$ cat src/rtl/uart_rx_axis.sv
// ---------------------------------------------------------------------------
// uart_rx_axis
//
// Parametrised UART receiver with an AXI4-Stream master output. Successor to
// the fixed 8N1 receiver: configurable data width, parity and stop bits,
// false-start rejection, parity/framing error flags on tuser and a
// first-word-fall-through receive FIFO with overrun reporting.
//
// Optional build macro:
//   UART_RX_MAJORITY_EN - each bit is the 2-of-3 majority of the synchronised
//                         line at baud_cnt == H-1, H, H+1 (decision at H+1).
//                         Without it a single sample is taken at H.
//
// Ports:
//   clk            system clock
//   rst_n          asynchronous active-low reset
//   rx_wire        asynchronous serial input, idle high
//   m_axis_tdata   head-of-FIFO data, LSB = first bit on the line (0 when empty)
//   m_axis_tuser   [0] parity error, [1] framing error for this beat (0 when empty)
//   m_axis_tvalid  FIFO non-empty
//   m_axis_tready  consumer ready
//   fifo_level     current FIFO occupancy (registered)
//   overrun        one-cycle pulse when a completed frame is dropped (FIFO full)
//   rx_busy        receiver FSM is not idle
// ---------------------------------------------------------------------------
module uart_rx_axis #(
    parameter int CLK_FREQ   = 50_000_000,
    parameter int BAUD_RATE  = 115_200,
    parameter int DATA_WIDTH = 8,
    parameter int PARITY     = 0,
    parameter int STOP_BITS  = 1,
    parameter int FIFO_DEPTH = 16
) (
    input  logic                          clk,
    input  logic                          rst_n,
    input  logic                          rx_wire,
    output logic [DATA_WIDTH-1:0]         m_axis_tdata,
    output logic [1:0]                    m_axis_tuser,
    output logic                          m_axis_tvalid,
    input  logic                          m_axis_tready,
    output logic [$clog2(FIFO_DEPTH):0]   fifo_level,
    output logic                          overrun,
    output logic                          rx_busy
);

    localparam int BIT_PERIOD = CLK_FREQ / BAUD_RATE;
    localparam int H          = BIT_PERIOD / 2;
    localparam int CNT_W      = $clog2(BIT_PERIOD);
    localparam int AW         = $clog2(FIFO_DEPTH);
    localparam int EW         = DATA_WIDTH + 2;   // {ferr, perr, data}

    localparam logic [CNT_W-1:0] CNT_LAST  = CNT_W'(BIT_PERIOD - 1);
    localparam logic [CNT_W-1:0] CNT_ONE   = CNT_W'(1);
    localparam logic [3:0]       LAST_DATA = 4'(DATA_WIDTH - 1);
    localparam logic [3:0]       LAST_STOP = 4'(STOP_BITS - 1);
    localparam logic             PAR_ODD   = (PARITY == 1);
    localparam logic [AW:0]      LEVEL_ONE = (AW+1)'(1);
    localparam logic [AW:0]      LEVEL_MAX = (AW+1)'(FIFO_DEPTH);
    localparam logic [AW-1:0]    PTR_ONE   = AW'(1);

    typedef enum logic [2:0] {
        S_IDLE,
        S_START,
        S_DATA,
        S_PARITY,
        S_STOP
    } state_t;

    state_t state, state_next;

    // -----------------------------------------------------------------------
    // Input synchroniser and falling-edge detect (reset to idle-high)
    // -----------------------------------------------------------------------
    logic rx_meta, rxs, rxs_d;

    always_ff @(posedge clk or negedge rst_n) begin
        if (!rst_n) begin
            rx_meta <= 1'b1;
            rxs     <= 1'b1;
            rxs_d   <= 1'b1;
        end else begin
            // NOTE: sequential state always uses non-blocking assignments so
            // every flop samples the pre-edge value of its neighbour.
            rx_meta <= rx_wire;
            rxs     <= rx_meta;
            rxs_d   <= rxs;
        end
    end

    logic fall;
    assign fall = rxs_d & ~rxs;

    // -----------------------------------------------------------------------
    // Bit timing and sampling
    // -----------------------------------------------------------------------
    logic [CNT_W-1:0] baud_cnt;
    logic             sample;
    logic             tick;
    logic             bit_end;

`ifdef UART_RX_MAJORITY_EN
    localparam logic [CNT_W-1:0] CNT_HM1    = CNT_W'(H - 1);
    localparam logic [CNT_W-1:0] CNT_H      = CNT_W'(H);
    localparam logic [CNT_W-1:0] CNT_DECIDE = CNT_W'(H + 1);

    logic s_hm1, s_h;

    always_ff @(posedge clk or negedge rst_n) begin
        if (!rst_n) begin
            s_hm1 <= 1'b1;
            s_h   <= 1'b1;
        end else begin
            if (baud_cnt == CNT_HM1) s_hm1 <= rxs;
            if (baud_cnt == CNT_H)   s_h   <= rxs;
        end
    end

    // Third vote is the live value at H+1, where the decision is taken.
    assign sample = (s_hm1 & s_h) | (s_hm1 & rxs) | (s_h & rxs);
`else
    localparam logic [CNT_W-1:0] CNT_DECIDE = CNT_W'(H);

    assign sample = rxs;
`endif

    assign tick    = (state != S_IDLE) && (baud_cnt == CNT_DECIDE);
    assign bit_end = (baud_cnt == CNT_LAST);

    // -----------------------------------------------------------------------
    // Receive FSM
    // -----------------------------------------------------------------------
    logic [3:0]            bit_idx;
    logic [DATA_WIDTH-1:0] shreg;
    logic                  perr;
    logic                  ferr;
    logic                  push;
    logic [EW-1:0]         push_word;

    always_ff @(posedge clk or negedge rst_n) begin
        if (!rst_n) state <= S_IDLE;
        else        state <= state_next;
    end

    always_comb begin
        // NOTE: every output of this block gets a default first, so no path
        // leaves a signal unassigned and no latch is inferred.
        state_next = state;
        push       = 1'b0;
        unique case (state)
            S_IDLE: begin
                // Edge, not level: a held break cannot retrigger.
                if (fall) state_next = S_START;
            end
            S_START: begin
                if (tick && sample)  state_next = S_IDLE;   // false start
                else if (bit_end)    state_next = S_DATA;
            end
            S_DATA: begin
                if (bit_end && bit_idx == LAST_DATA)
                    state_next = (PARITY != 0) ? S_PARITY : S_STOP;
            end
            S_PARITY: begin
                if (bit_end) state_next = S_STOP;
            end
            S_STOP: begin
                // Push at the last stop sample and return to idle without
                // waiting for the bit end, so back-to-back frames are caught.
                if (tick && bit_idx == LAST_STOP) begin
                    push       = 1'b1;
                    state_next = S_IDLE;
                end
            end
            default: state_next = S_IDLE;
        endcase
    end

    // The final stop sample is folded in combinationally so the pushed entry
    // includes it.
    assign push_word = {ferr | ~sample, perr, shreg};

    always_ff @(posedge clk or negedge rst_n) begin
        if (!rst_n) begin
            baud_cnt <= '0;
            bit_idx  <= '0;
            shreg    <= '0;
            perr     <= 1'b0;
            ferr     <= 1'b0;
        end else if (state == S_IDLE) begin
            // Holding the counter at zero in IDLE clears it on entry to START.
            baud_cnt <= '0;
            bit_idx  <= '0;
            perr     <= 1'b0;
            ferr     <= 1'b0;
        end else begin
            baud_cnt <= bit_end ? '0 : baud_cnt + CNT_ONE;
            unique case (state)
                S_DATA: begin
                    if (tick)    shreg   <= {sample, shreg[DATA_WIDTH-1:1]};
                    if (bit_end) bit_idx <= (bit_idx == LAST_DATA) ? 4'd0 : bit_idx + 4'd1;
                end
                S_PARITY: begin
                    if (tick) perr <= (((^shreg) ^ sample) != PAR_ODD);
                end
                S_STOP: begin
                    if (tick && !sample) ferr    <= 1'b1;
                    if (bit_end)         bit_idx <= bit_idx + 4'd1;
                end
                default: ;
            endcase
        end
    end

    assign rx_busy = (state != S_IDLE);

    // -----------------------------------------------------------------------
    // First-word-fall-through receive FIFO
    // -----------------------------------------------------------------------
    logic [EW-1:0]  mem [FIFO_DEPTH];
    logic [AW-1:0]  wr_ptr, rd_ptr;
    logic           full, empty, pop, wr_en;
    logic [EW-1:0]  head;

    assign full  = (fifo_level == LEVEL_MAX);
    assign empty = (fifo_level == '0);
    assign pop   = !empty && m_axis_tready;
    // When full, a same-cycle pop frees the slot the push writes into.
    assign wr_en = push && (!full || pop);

    always_ff @(posedge clk or negedge rst_n) begin
        if (!rst_n) begin
            wr_ptr     <= '0;
            rd_ptr     <= '0;
            fifo_level <= '0;
            overrun    <= 1'b0;
        end else begin
            if (wr_en) wr_ptr <= wr_ptr + PTR_ONE;
            if (pop)   rd_ptr <= rd_ptr + PTR_ONE;
            unique case ({wr_en, pop})
                2'b10:   fifo_level <= fifo_level + LEVEL_ONE;
                2'b01:   fifo_level <= fifo_level - LEVEL_ONE;
                default: fifo_level <= fifo_level;
            endcase
            overrun <= push && full && !pop;
        end
    end

    // NOTE: storage is deliberately not reset; the level/pointers define
    // validity and the outputs are masked to zero when empty.
    always_ff @(posedge clk) begin
        if (wr_en) mem[wr_ptr] <= push_word;
    end

    assign head          = mem[rd_ptr];
    assign m_axis_tvalid = !empty;
    assign m_axis_tdata  = empty ? '0 : head[DATA_WIDTH-1:0];
    assign m_axis_tuser  = empty ? '0 : head[EW-1:DATA_WIDTH];

endmodule
$ cat config.mk
export PLATFORM = sky130hd
export DESIGN_NAME = uart_rx_axis
export DESIGN_NICKNAME = d
export VERILOG_FILES = /design/src/rtl/uart_rx_axis.sv
export SDC_FILE = /design/constraint.sdc
export NUM_CORES = 1
export LEC_CHECK = 0
export CORE_MARGIN = 2
export CORE_UTILIZATION = 35
export DETAILED_ROUTE_END_ITERATION = 10
export PLACE_DENSITY_LB_ADDON = 0.3
export SETUP_SLACK_MARGIN = 0.5
export SYNTH_ARGS = -nofsm -noshare
export SYNTH_HDL_FRONTEND = slang
export SYNTH_SLANG_ARGS = --single-unit
$ cat constraint.sdc
create_clock -name clk -period 4.19 [get_ports clk]
set_input_delay 0.419 -clock clk [delete_from_list [all_inputs] [get_ports clk]]
set_output_delay 0.419 -clock clk [all_outputs]
set_load 0.03 [all_outputs]
==> results of run 1 <==
==> synthesized netlist by cell type, types with 4 or more instances <==
cell type / count
a21oi_1: 6
mux4_2: 50
nand2_1: 15
nand2b_1: 6
nand3_1: 8
nor2_1: 29
edfxtp_1: 160
dfrtp_1: 40
ha_1: 13
xor2_1: 11
nor3_1: 5
xnor2_1: 16
nor2b_1: 17
o21ai_0: 8
buf_6: 4
mux2_2: 11
and3_1: 4
inv_1: 12
o31ai_1: 4
clkbuf_1: 15
==> layout make-up <==
cell class	count	area, um2	share of cell area, %
sequential	203	5890	60.7
multi-input combinational	234	2410	24.8
clock buffer	26	587	6.05
tap	319	399	4.11
timing repair buffer	35	323	3.33
clock inverter	12	53.8	0.555
inverter	12	45.0	0.464
==> sequential cells by signal (all words and copies together), names as in the netlist, 3 cells and up <==
signal / count
bit_idx: 4
shreg: 8
wr_ptr: 4
fifo_level: 5
baud_cnt: 9
state: 3
rd_ptr: 4
mem: 160
==> through the flow <==
stage          util (%)  setup slack [ns]
3_3_place_gp       38.4              1.13
2_1_floorplan         -              1.25
4_1_cts            41.1             0.678
3_5_place_dp       38.4             0.957
6_report           41.1             0.748
5_1_grt            41.1             0.617
==> logic make-up (layout without fill, tap and decap cells) <==
| family | after synthesis | count (layout) | share of synthesized area (%) |
|---|---|---|---|
| AOI/OAI and AO/OA | 32 | 32 | 2.49 |
| xor gates and xnor gates | 27 | 27 | 2.80 |
| adders and majority gates | 14 | 14 | 2.04 |
| buffers and inverters | 34 | 85 | 1.88 |
| DFF | 203 | 203 | 69.6 |
| muxes | 61 | 61 | 14.8 |
| and+or+nand+nor | 100 | 100 | 6.37 |
==> layer usage <==
| layer | track usage, % | vias to the layer above |
|---|---|---|
| met3 | 2.06 | 24 |
| met5 | 0 | - |
| li1 | - | 1897 |
| met1 | 16.4 | 2157 |
| met4 | 3.55 | 0 |
| met2 | 20.6 | 55 |
==> power by group through the flow <==
| stage | Sequential (mW) | Clock, mW | Combinational, mW |
|---|---|---|---|
| global placement | 2.44 | 0 | 1.03 |
| detailed placement | 2.44 | 0 | 1.05 |
| finish | 2.40 | 1.71 | 1.03 |
| floorplan | 2.38 | 0 | 0.852 |
| global route | 2.42 | 1.84 | 1.12 |
| CTS | 2.40 | 1.76 | 1.05 |
==> how the worst min path moves through the flow <==
stage	start	to	slack (ns)	cells past startpoint
after global placement	rx_meta$_DFF_PN1_	rxs$_DFF_PN1_	0.35	0
after detailed placement	rx_meta$_DFF_PN1_	rxs$_DFF_PN1_	0.35	0
after floorplan	rst_n	baud_cnt[0]$_DFF_PN0_	0.12	0
after global routing	rst_n	baud_cnt[4]$_DFF_PN0_	0.17	1
final	rst_n	baud_cnt[2]$_DFF_PN0_	0.11	1
after CTS	rst_n	baud_cnt[4]$_DFF_PN0_	0.11	1
==> critical path: stages (launching register included) <==
cell             delay [ns]
dfrtp_2                0.37
buf_12                 0.31
mux4_2                 0.58
mux4_2                 0.49
nor2b_1                0.15
clkdlybuf4s50_1        0.60
==> cells in the final DEF (no fill, tap or decap), types with 15 or more instances in the layout <==
cell type,instances
edfxtp_1,160
mux4_2,50
dfrtp_1,39
nor2_1,29
clkbuf_16,23
clkdlybuf4s50_1,20
nor2b_1,17
xnor2_1,16
nand2_1,15
==> summary.md, run 1 <==
| Metric | Value |
|---|---|
| Critical path peak fanout | `43` |
| Post-route DRC | `0` |
| DR vias/cell | `4.91` |
| Clock power frac | `33.3%` |
| Via count | `between 4000 and 5000` |
| Cell accounting for the most synthesized area | `edfxtp_1` |
| R2R cell count | `14` |
| CTS Hold Bufs | `0` |
| Syn Area/Cell | `about 18 um2` |
| Die footprint | `approximately 25000 um2` |
| Share of power burned in registers | `46.8%` |
| Worst-Skew Late Latency | `just under 0.5 ns` |
| Resize count post-CTS | `0` |
| Root Driver | `clkbuf_16` |
| CP Class | `reg2out` |
| Critical Path Sink | `m_axis_tuser[0]` |
| Worst Setup End Kind | `output port` |
| Slew HR | `32.7%` |
| Setup Fix Bufs, Post-CTS | `0` |
| VDD IR max | `roughly 220 uV` |
| Layout Cells excl Fill | `approximately 840` |
| Initial antenna violation count | `0` |
| GRT Resource Usage Total | `approximately 12%` |
| First-pass GRT wire length | `~24 mm` |
| Startpoint Class | `flop` |
| Gate power share | `20.0%` |
| Port Buffers | `21` |
| Metal-1 WL | `roughly 7 mm` |
| Syn-to-layout area delta | `14.8%` |
| CTS HTree Levels | `1` |
| Part of the cycle the worst path needs | `between 80% and 90%` |
| Flops & latches, synth | `around 200` |
| Final setup violating endpoints | `0` |
| Final hold violation count | `0` |
| Vias in the first global route | `~4300` |
| Worst Path Arrival | `3.02 ns` |
| Deepest clock path buffer count | `3` |
| Leak Pwr | `~3.7 nW` |
| Largest net degree at the start of global routing | `44` |
| WL per Instance | `around 18 um` |
| Clock sink count | `about 200` |
| Switch Pwr | `between 1 and 1.5 mW` |
| Worst EP required | `around 3.8 ns` |
| Post-Synthesis Cells | `471` |
| First DRT Iteration DRCs | `between 200 and 250` |
| RePlAce Congestion | `approximately 0.78` |
| Total Power | `5.14 mW` |
| Reg2reg end | `fifo_level[4]$_DFFE_PN0P_` |
| Seq/Total Area, Yosys | `between 60% and 70%` |
| Hold Crit Class | `in2async` |
| Reg clk slew, reported paths | `roughly 0.06 ns` |
| Post-Route WL | `~15 mm` |
| I/O pins | `22` |
| Fin Setup TNS | `0 ns` |
| PwrDens | `530 nW/um2` |
| Chip height | `between 150 and 200 um` |
| Status | `finished clean` |
| DR WL met2 | `7.51 mm` |
| R2R setup slack | `roughly 0.89 ns` |
| Synth warnings | `0` |
| Net total in the final layout | `about 530` |
| Layout cell share with drive strength beyond 1 | `a little over a fifth` |
| Cell variety after synth | `50` |
| Total gr overflow | `0` |
| DP Area | `~9100 um2` |
| WL met3 | `roughly 450 um` |
| Total CTS buffers | `22` |
| Worst-Margin Slew | `between 1 and 1.5 ns` |
| Diodes inserted | `0` |
| Dpl hpwl | `just over 10 mm` |
| Number of flops mapped to enable cells by yosys | `between 150 and 200` |
| Fmax | `0.291 GHz` |
| Synth Net Count | `~500` |
| Core area | `23600 um2` |
| Worst hold slack | `approximately 0.11 ns` |
| Max_cap viols | `0` |
| Ys async rst share | `21.2%` |
| Worst Setup SP | `rd_ptr[0]$_DFFE_PN0P_` |
| Row count | `56` |
| Layout Skew | `just over 0.006 ns` |
| Post-Syn Area | `between 8000 and 9000 um2` |
| Fillers | `between 2000 and 2500` |
| Tmin final | `around 3.4 ns` |
| Slew Viols, Final | `0` |
| Starting density of the core | `between 30% and 40%` |
| DR pass1 iterations | `6` |
| CTS tree | `yes` |
| Synth top area cells | `edfxtp_1, mux4_2, dfrtp_1, ha_1, xnor2_1` |
| Die W | `159 um` |
| DRT antenna net count | `0` |
| Synth Flop Type | `edfxtp_1` |
| Final instance area | `around 9700 um2` |
| Placed cell count | `803` |
| Internal Power | `3.70 mW` |
| Highest metal used | `met4` |
| RSZ-0062 raised after global routing | `false` |
| RR Startpoint | `baud_cnt[1]$_DFF_PN0_` |
| Area share of the largest cell type after synthesis | `approximately 57%` |
| Sw Share | `28.0%` |
No activity file was read; power rests on OpenSTA's default activity.
==> run 2: changes to the inputs <==
Clock period 4.19 ns to 3.3 ns, I/O delays scaled along.
==> summary.md, run 2 (synthesized netlist as in run 1, its figures left out) <==
| Metric | Value |
|---|---|
| R2R setup slack | `0.58 ns (-0.31 ns)` |
| Part of the cycle the worst path needs | `around 89%` |
| Tmin final | `between 2 and 3 ns` |
| RSZ-0062 raised after global routing | `true` |
| Commonest non-fill, non-tap cell in the layout | `edfxtp_1` |
| Hold Crit Class | `in2async` |
| Leak Pwr | `3.98 nW (+7.6%)` |
| Total gr overflow | `0 (unchanged)` |
| Deepest clock path buffer count | `3 (unchanged)` |
| Reg2reg end | `fifo_level[4]$_DFFE_PN0P_` |
| Die footprint | `25400 um2 (unchanged)` |
| VDD IR max | `387 uV (+72%)` |
| Net total in the final layout | `556 (+5.9%)` |
| CP Class | `reg2out` |
| DRT antenna net count | `0 (unchanged)` |
| Largest net degree at the start of global routing | `44 (unchanged)` |
| CTS HTree Levels | `1 (unchanged)` |
| Clock sink count | `203 (unchanged)` |
| Slew Viols, Final | `0 (unchanged)` |
| Post-route DRC | `0 (unchanged)` |
| Worst EP required | `2.97 ns (-0.80 ns)` |
| Worst hold slack | `-0.0115 ns (-0.117 ns)` |
| R2R cell count | `14 (unchanged)` |
| Root Driver | `clkbuf_16` |
| Worst Path Arrival | `2.60 ns (-0.42 ns)` |
| Largest reg by FF count | `mem` |
| DR pass1 iterations | `4 (-2)` |
| Status | `complete, but fails checks` |
| Slew HR | `33.5% (+0.83 points)` |
| RePlAce Congestion | `0.784 (+0.62%)` |
| First DRT Iteration DRCs | `274 (+10%)` |
| Post-Route WL | `17.2 mm (+12%)` |
| Final setup violating endpoints | `0 (unchanged)` |
| First-pass GRT wire length | `26.8 mm (+9.9%)` |
| Diodes inserted | `0 (unchanged)` |
| Initial antenna violation count | `0 (unchanged)` |
| Vias in the first global route | `4501 (+4.6%)` |
| Most frequent cells in the layout | `edfxtp_1, mux4_2, dfrtp_1, buf_4, nor2_1` |
| Syn-to-layout area delta | `20.8%` |
| Startpoint Class | `flop` |
| Die W | `159 um (unchanged)` |
| Port Buffers | `21 (unchanged)` |
| CTS Hold Bufs | `0 (unchanged)` |
| WL per Instance | `19.7 um (+8.1%)` |
| PwrDens | `712 nW/um2 (+34%)` |
| Worst Setup End Kind | `output port` |
| I/O pins | `22 (unchanged)` |
| Biggest regs | `mem x160, baud_cnt x9, shreg x8` |
| Worst-Margin Slew | `0.997 ns (-0.0125 ns)` |
| Layout Skew | `0.0204 ns (+0.0142 ns)` |
| Core Util, Final | `43.2% (+2.2 points)` |
| Layout cell share with drive strength beyond 1 | `30.3% (+8.8 points)` |
| Fmax | `between 0.3 and 0.4 GHz` |
| RR Startpoint | `baud_cnt[1]$_DFF_PN0_` |
| Fin Setup TNS | `0 ns (unchanged)` |
| Max_cap viols | `0 (unchanged)` |
| CTS tree | `yes` |
| DR vias/cell | `4.99 (+1.6%)` |
| Failing checks | `negative hold slack` |
| Worst Setup SP | `rd_ptr[0]$_DFFE_PN0P_` |
| Via count | `4365 (+5.6%)` |
| Chip height | `159 um (unchanged)` |
| Starting density of the core | `35.8% (unchanged)` |
| Worst-Skew Late Latency | `0.50 ns (about the same)` |
| Largest register FFs | `160 (unchanged)` |
| Core area | `23600 um2 (unchanged)` |
| Reg clk slew, reported paths | `0.06 ns (about the same)` |
| Total CTS buffers | `22 (unchanged)` |
| Fillers | `2071 (-2.7%)` |
| Final hold violation count | `7 (+7)` |
| Row count | `56 (unchanged)` |
| GRT Resource Usage Total | `13.7% (+1.4 points)` |
| Critical path peak fanout | `8 (-81%)` |
| Dpl hpwl | `10.4 mm (+3.7%)` |
run 2: routing by layer:
layer,vias to the layer above,track usage (%),part of all wire (%)
met5,-,0,0
met4,0,3.22,2.2
met3,26,2.14,4.0
li1,1979,-,-
met1,2254,18.2,44
met2,106,23.8,50
run 2: cell type report:
class / instances / area (um2) / area share [%]
clock buffer: 30 / 622 / 6.09
clock inverter: 10 / 103 / 1.01
inverter: 12 / 45.0 / 0.441
multi-input combinational: 234 / 2470 / 24.2
sequential: 203 / 5890 / 57.7
tap: 319 / 399 / 3.91
timing repair buffer: 66 / 688 / 6.74
run 2: where the power goes:
group,switching (mW),internal (mW)
Combinational,0.875,0.949
Sequential,0.188,2.83
Clock,0.948,1.48
Total,2.01,5.26
run 2: metrics by stage:
stage	setup WS (ns)	hold slack [ns]	power, mW	instances	instance area [um2]
global placement	0.499	0.348	4.50	812	9160
floorplan	0.512	0.0344	4.10	471	8460
detailed placement	0.484	0.349	4.52	812	9160
CTS	0.336	0.0211	7.26	867	10100
finish	0.369	-0.0115	7.27	874	10200
global route	0.295	0.0737	7.60	874	10200
run 2: what timing repair did:
item                       4_1_cts  5_1_grt
cloned                           3        1
setup buffers                   12        6
pin swaps                        0        2
setup endpoints to repair       12       13
resized for setup               62       28
run 2: critical path: stages (launching register included):
cell	delay (ns)
dfrtp_2	0.47
buf_12	0.14
buf_16	0.13
buf_4	0.11
mux4_2	0.47
mux4_2	0.49
nor2b_4	0.14
buf_6	0.13
run 2: worst max path at each step:
stage,slack [ns],to
floorplan,0.51,fifo_level[4]$_DFFE_PN0P_
global placement,0.50,m_axis_tdata[5]
detailed placement,0.48,m_axis_tdata[5]
CTS,0.34,m_axis_tdata[4]
global route,0.30,m_axis_tuser[0]
finish,0.37,m_axis_tdata[7]
==> run 3: changes to the inputs <==
Settings changed: SETUP_SLACK_MARGIN 0.5 to not set, SKIP_CTS_REPAIR_TIMING set to 1.
==> summary.md, run 3 (synthesized netlist as in run 1, its figures left out) <==
| Metric | Value |
|---|---|
| Syn-to-layout area delta | `17.1%` |
| WL per Instance | `20.6 um (+4.7%)` |
| Clock sink count | `203 (unchanged)` |
| Commonest non-fill, non-tap cell in the layout | `edfxtp_1` |
| Layout Skew | `0.0160 ns (-0.00442 ns)` |
| Post-Route WL | `17.5 mm (+2.0%)` |
| Final instance area | `9900 um2 (-3.0%)` |
| DP Area | `9120 um2 (-0.41%)` |
| Vias in the first global route | `4697 (+4.4%)` |
| DR vias/cell | `5.02 (+0.61%)` |
| Largest register FFs | `160 (unchanged)` |
| Placed cell count | `810 (-0.25%)` |
| RR Startpoint | `baud_cnt[1]$_DFF_PN0_` |
| VDD IR max | `443 uV (+15%)` |
| I/O pins | `22 (unchanged)` |
| Chip height | `159 um (unchanged)` |
| Layout cell share with drive strength beyond 1 | `23.1% (-7.2 points)` |
| Tmin final | `3.03 ns (+0.0938 ns)` |
| Port Buffers | `21 (unchanged)` |
| RePlAce Congestion | `0.788 (+0.46%)` |
| Core Util, Final | `41.9% (-1.3 points)` |
| Highest metal used | `met4` |
| Root Driver | `clkbuf_16` |
| Largest reg by FF count | `mem` |
| Die W | `159 um (unchanged)` |
| Via count | `4281 (-1.9%)` |
| RSZ-0062 raised after global routing | `false` |
| Final setup violating endpoints | `0 (unchanged)` |
| Slew HR | `33.0% (-0.57 points)` |
| Layout Cells excl Fill | `852 (-2.5%)` |
| DR pass1 iterations | `4 (unchanged)` |
| DRT antenna net count | `0 (unchanged)` |
| Slew Viols, Final | `0 (unchanged)` |
| Starting density of the core | `35.8% (unchanged)` |
| First-pass GRT wire length | `27.3 mm (+1.6%)` |
| Worst Path Arrival | `2.70 ns (+0.10 ns)` |
| Reg clk slew, reported paths | `0.06 ns (about the same)` |
| CTS tree | `yes` |
| First DRT Iteration DRCs | `286 (+4.4%)` |
| Biggest regs | `mem x160, baud_cnt x9, shreg x8` |
| CTS HTree Levels | `1 (unchanged)` |
| Status | `complete, but fails checks` |
| Fin Setup TNS | `0 ns (unchanged)` |
| CP Class | `reg2out` |
| Largest net degree at the start of global routing | `44 (unchanged)` |
| Worst setup margin | `0.275 ns (-0.0938 ns)` |
| Startpoint Class | `flop` |
| Fmax | `0.331 GHz (-3.1%)` |
| Die footprint | `25400 um2 (unchanged)` |
| Fillers | `2115 (+2.1%)` |
| Part of the cycle the worst path needs | `91.7% (+2.8 points)` |
| Hold Crit Class | `in2async` |
| Worst slack at placement | `0.365 ns (-0.119 ns)` |
| Deepest clock path buffer count | `3 (unchanged)` |
| Metal-1 WL | `7.30 mm (-2.3%)` |
| Worst hold slack | `-0.00851 ns (+0.00303 ns)` |
| Worst-Margin Slew | `1.01 ns (+0.00859 ns)` |
| Initial antenna violation count | `0 (unchanged)` |
| Diodes inserted | `0 (unchanged)` |
| Final hold violation count | `6 (-1)` |
| Critical path peak fanout | `21 (+13)` |
| Worst-Skew Late Latency | `0.51 ns (about the same)` |
| DR WL met2 | `8.90 mm (+2.8%)` |
| Post-route DRC | `0 (unchanged)` |
| Failing checks | `negative hold slack` |
| Worst Setup SP | `rd_ptr[0]$_DFFE_PN0P_` |
| GRT Resource Usage Total | `13.9% (+0.26 points)` |
| Row count | `56 (unchanged)` |
| Core area | `23600 um2 (unchanged)` |
| Total CTS buffers | `23 (+4.5%)` |
| Dpl hpwl | `10.2 mm (-2.5%)` |
| Max_cap viols | `0 (unchanged)` |
| WL met3 | `821 um (+21%)` |
| Most frequent cells in the layout | `edfxtp_1, mux4_2, dfrtp_1, nor2_1, clkbuf_16` |
| Total Power | `6.90 mW (-5.1%)` |
| PwrDens | `697 nW/um2 (-2.1%)` |
| Leak Pwr | `3.95 nW (-0.62%)` |
| Worst Setup End Kind | `output port` |
| Net total in the final layout | `534 (-4.0%)` |
| Total gr overflow | `0 (unchanged)` |
| Worst EP required | `2.97 ns (about the same)` |
-- run 3: layout make-up --
cell class	count	area, um2	area share, %
Clock buffer	31	606	6.12
Clock inverter	10	115	1.16
Inverter	12	45.0	0.455
Multi-Input combinational cell	234	2410	24.3
Sequential cell	203	5890	59.5
Tap cell	319	399	4.03
Timing Repair Buffer	43	440	4.45
-- run 3: report_power, final --
part           internal, mW  total [mW]  switching, mW
combinational         0.667        1.42          0.753
clock                  1.45        2.44          0.987
sequential             2.83        3.04          0.210
-- run 3: metal layers --
| layer | up-vias | global-route usage, % |
|---|---|---|
| met1 | 2227 | 18.0 |
| met3 | 34 | 2.16 |
| met5 | - | 0 |
| met4 | 0 | 4.21 |
| met2 | 95 | 24.4 |
| li1 | 1925 | - |
-- run 3: path summary, 6_finish.rpt --
check / to / slack (ns) / cells past startpoint
max: m_axis_tuser[1] / 0.27 / 5
min: bit_idx[2]$_DFFE_PN0P_ / -0.009 / 1
min reg2reg: rxs$_DFF_PN1_ / 0.36 / 0
min in group clk: rx_meta$_DFF_PN1_ / 0.24 / 1
max in group asynchronous: rd_ptr[0]$_DFFE_PN0P_ / 2.62 / 1
max reg2reg: fifo_level[4]$_DFFE_PN0P_ / 0.40 / 14
-- run 3: worst max-delay path, cell delays in order (launching register included) --
cell	delay, ns
dfrtp_2	0.51
buf_16	0.25
mux4_2	0.52
mux4_2	0.51
nor2b_1	0.15
dlymetal6s2s_1	0.24
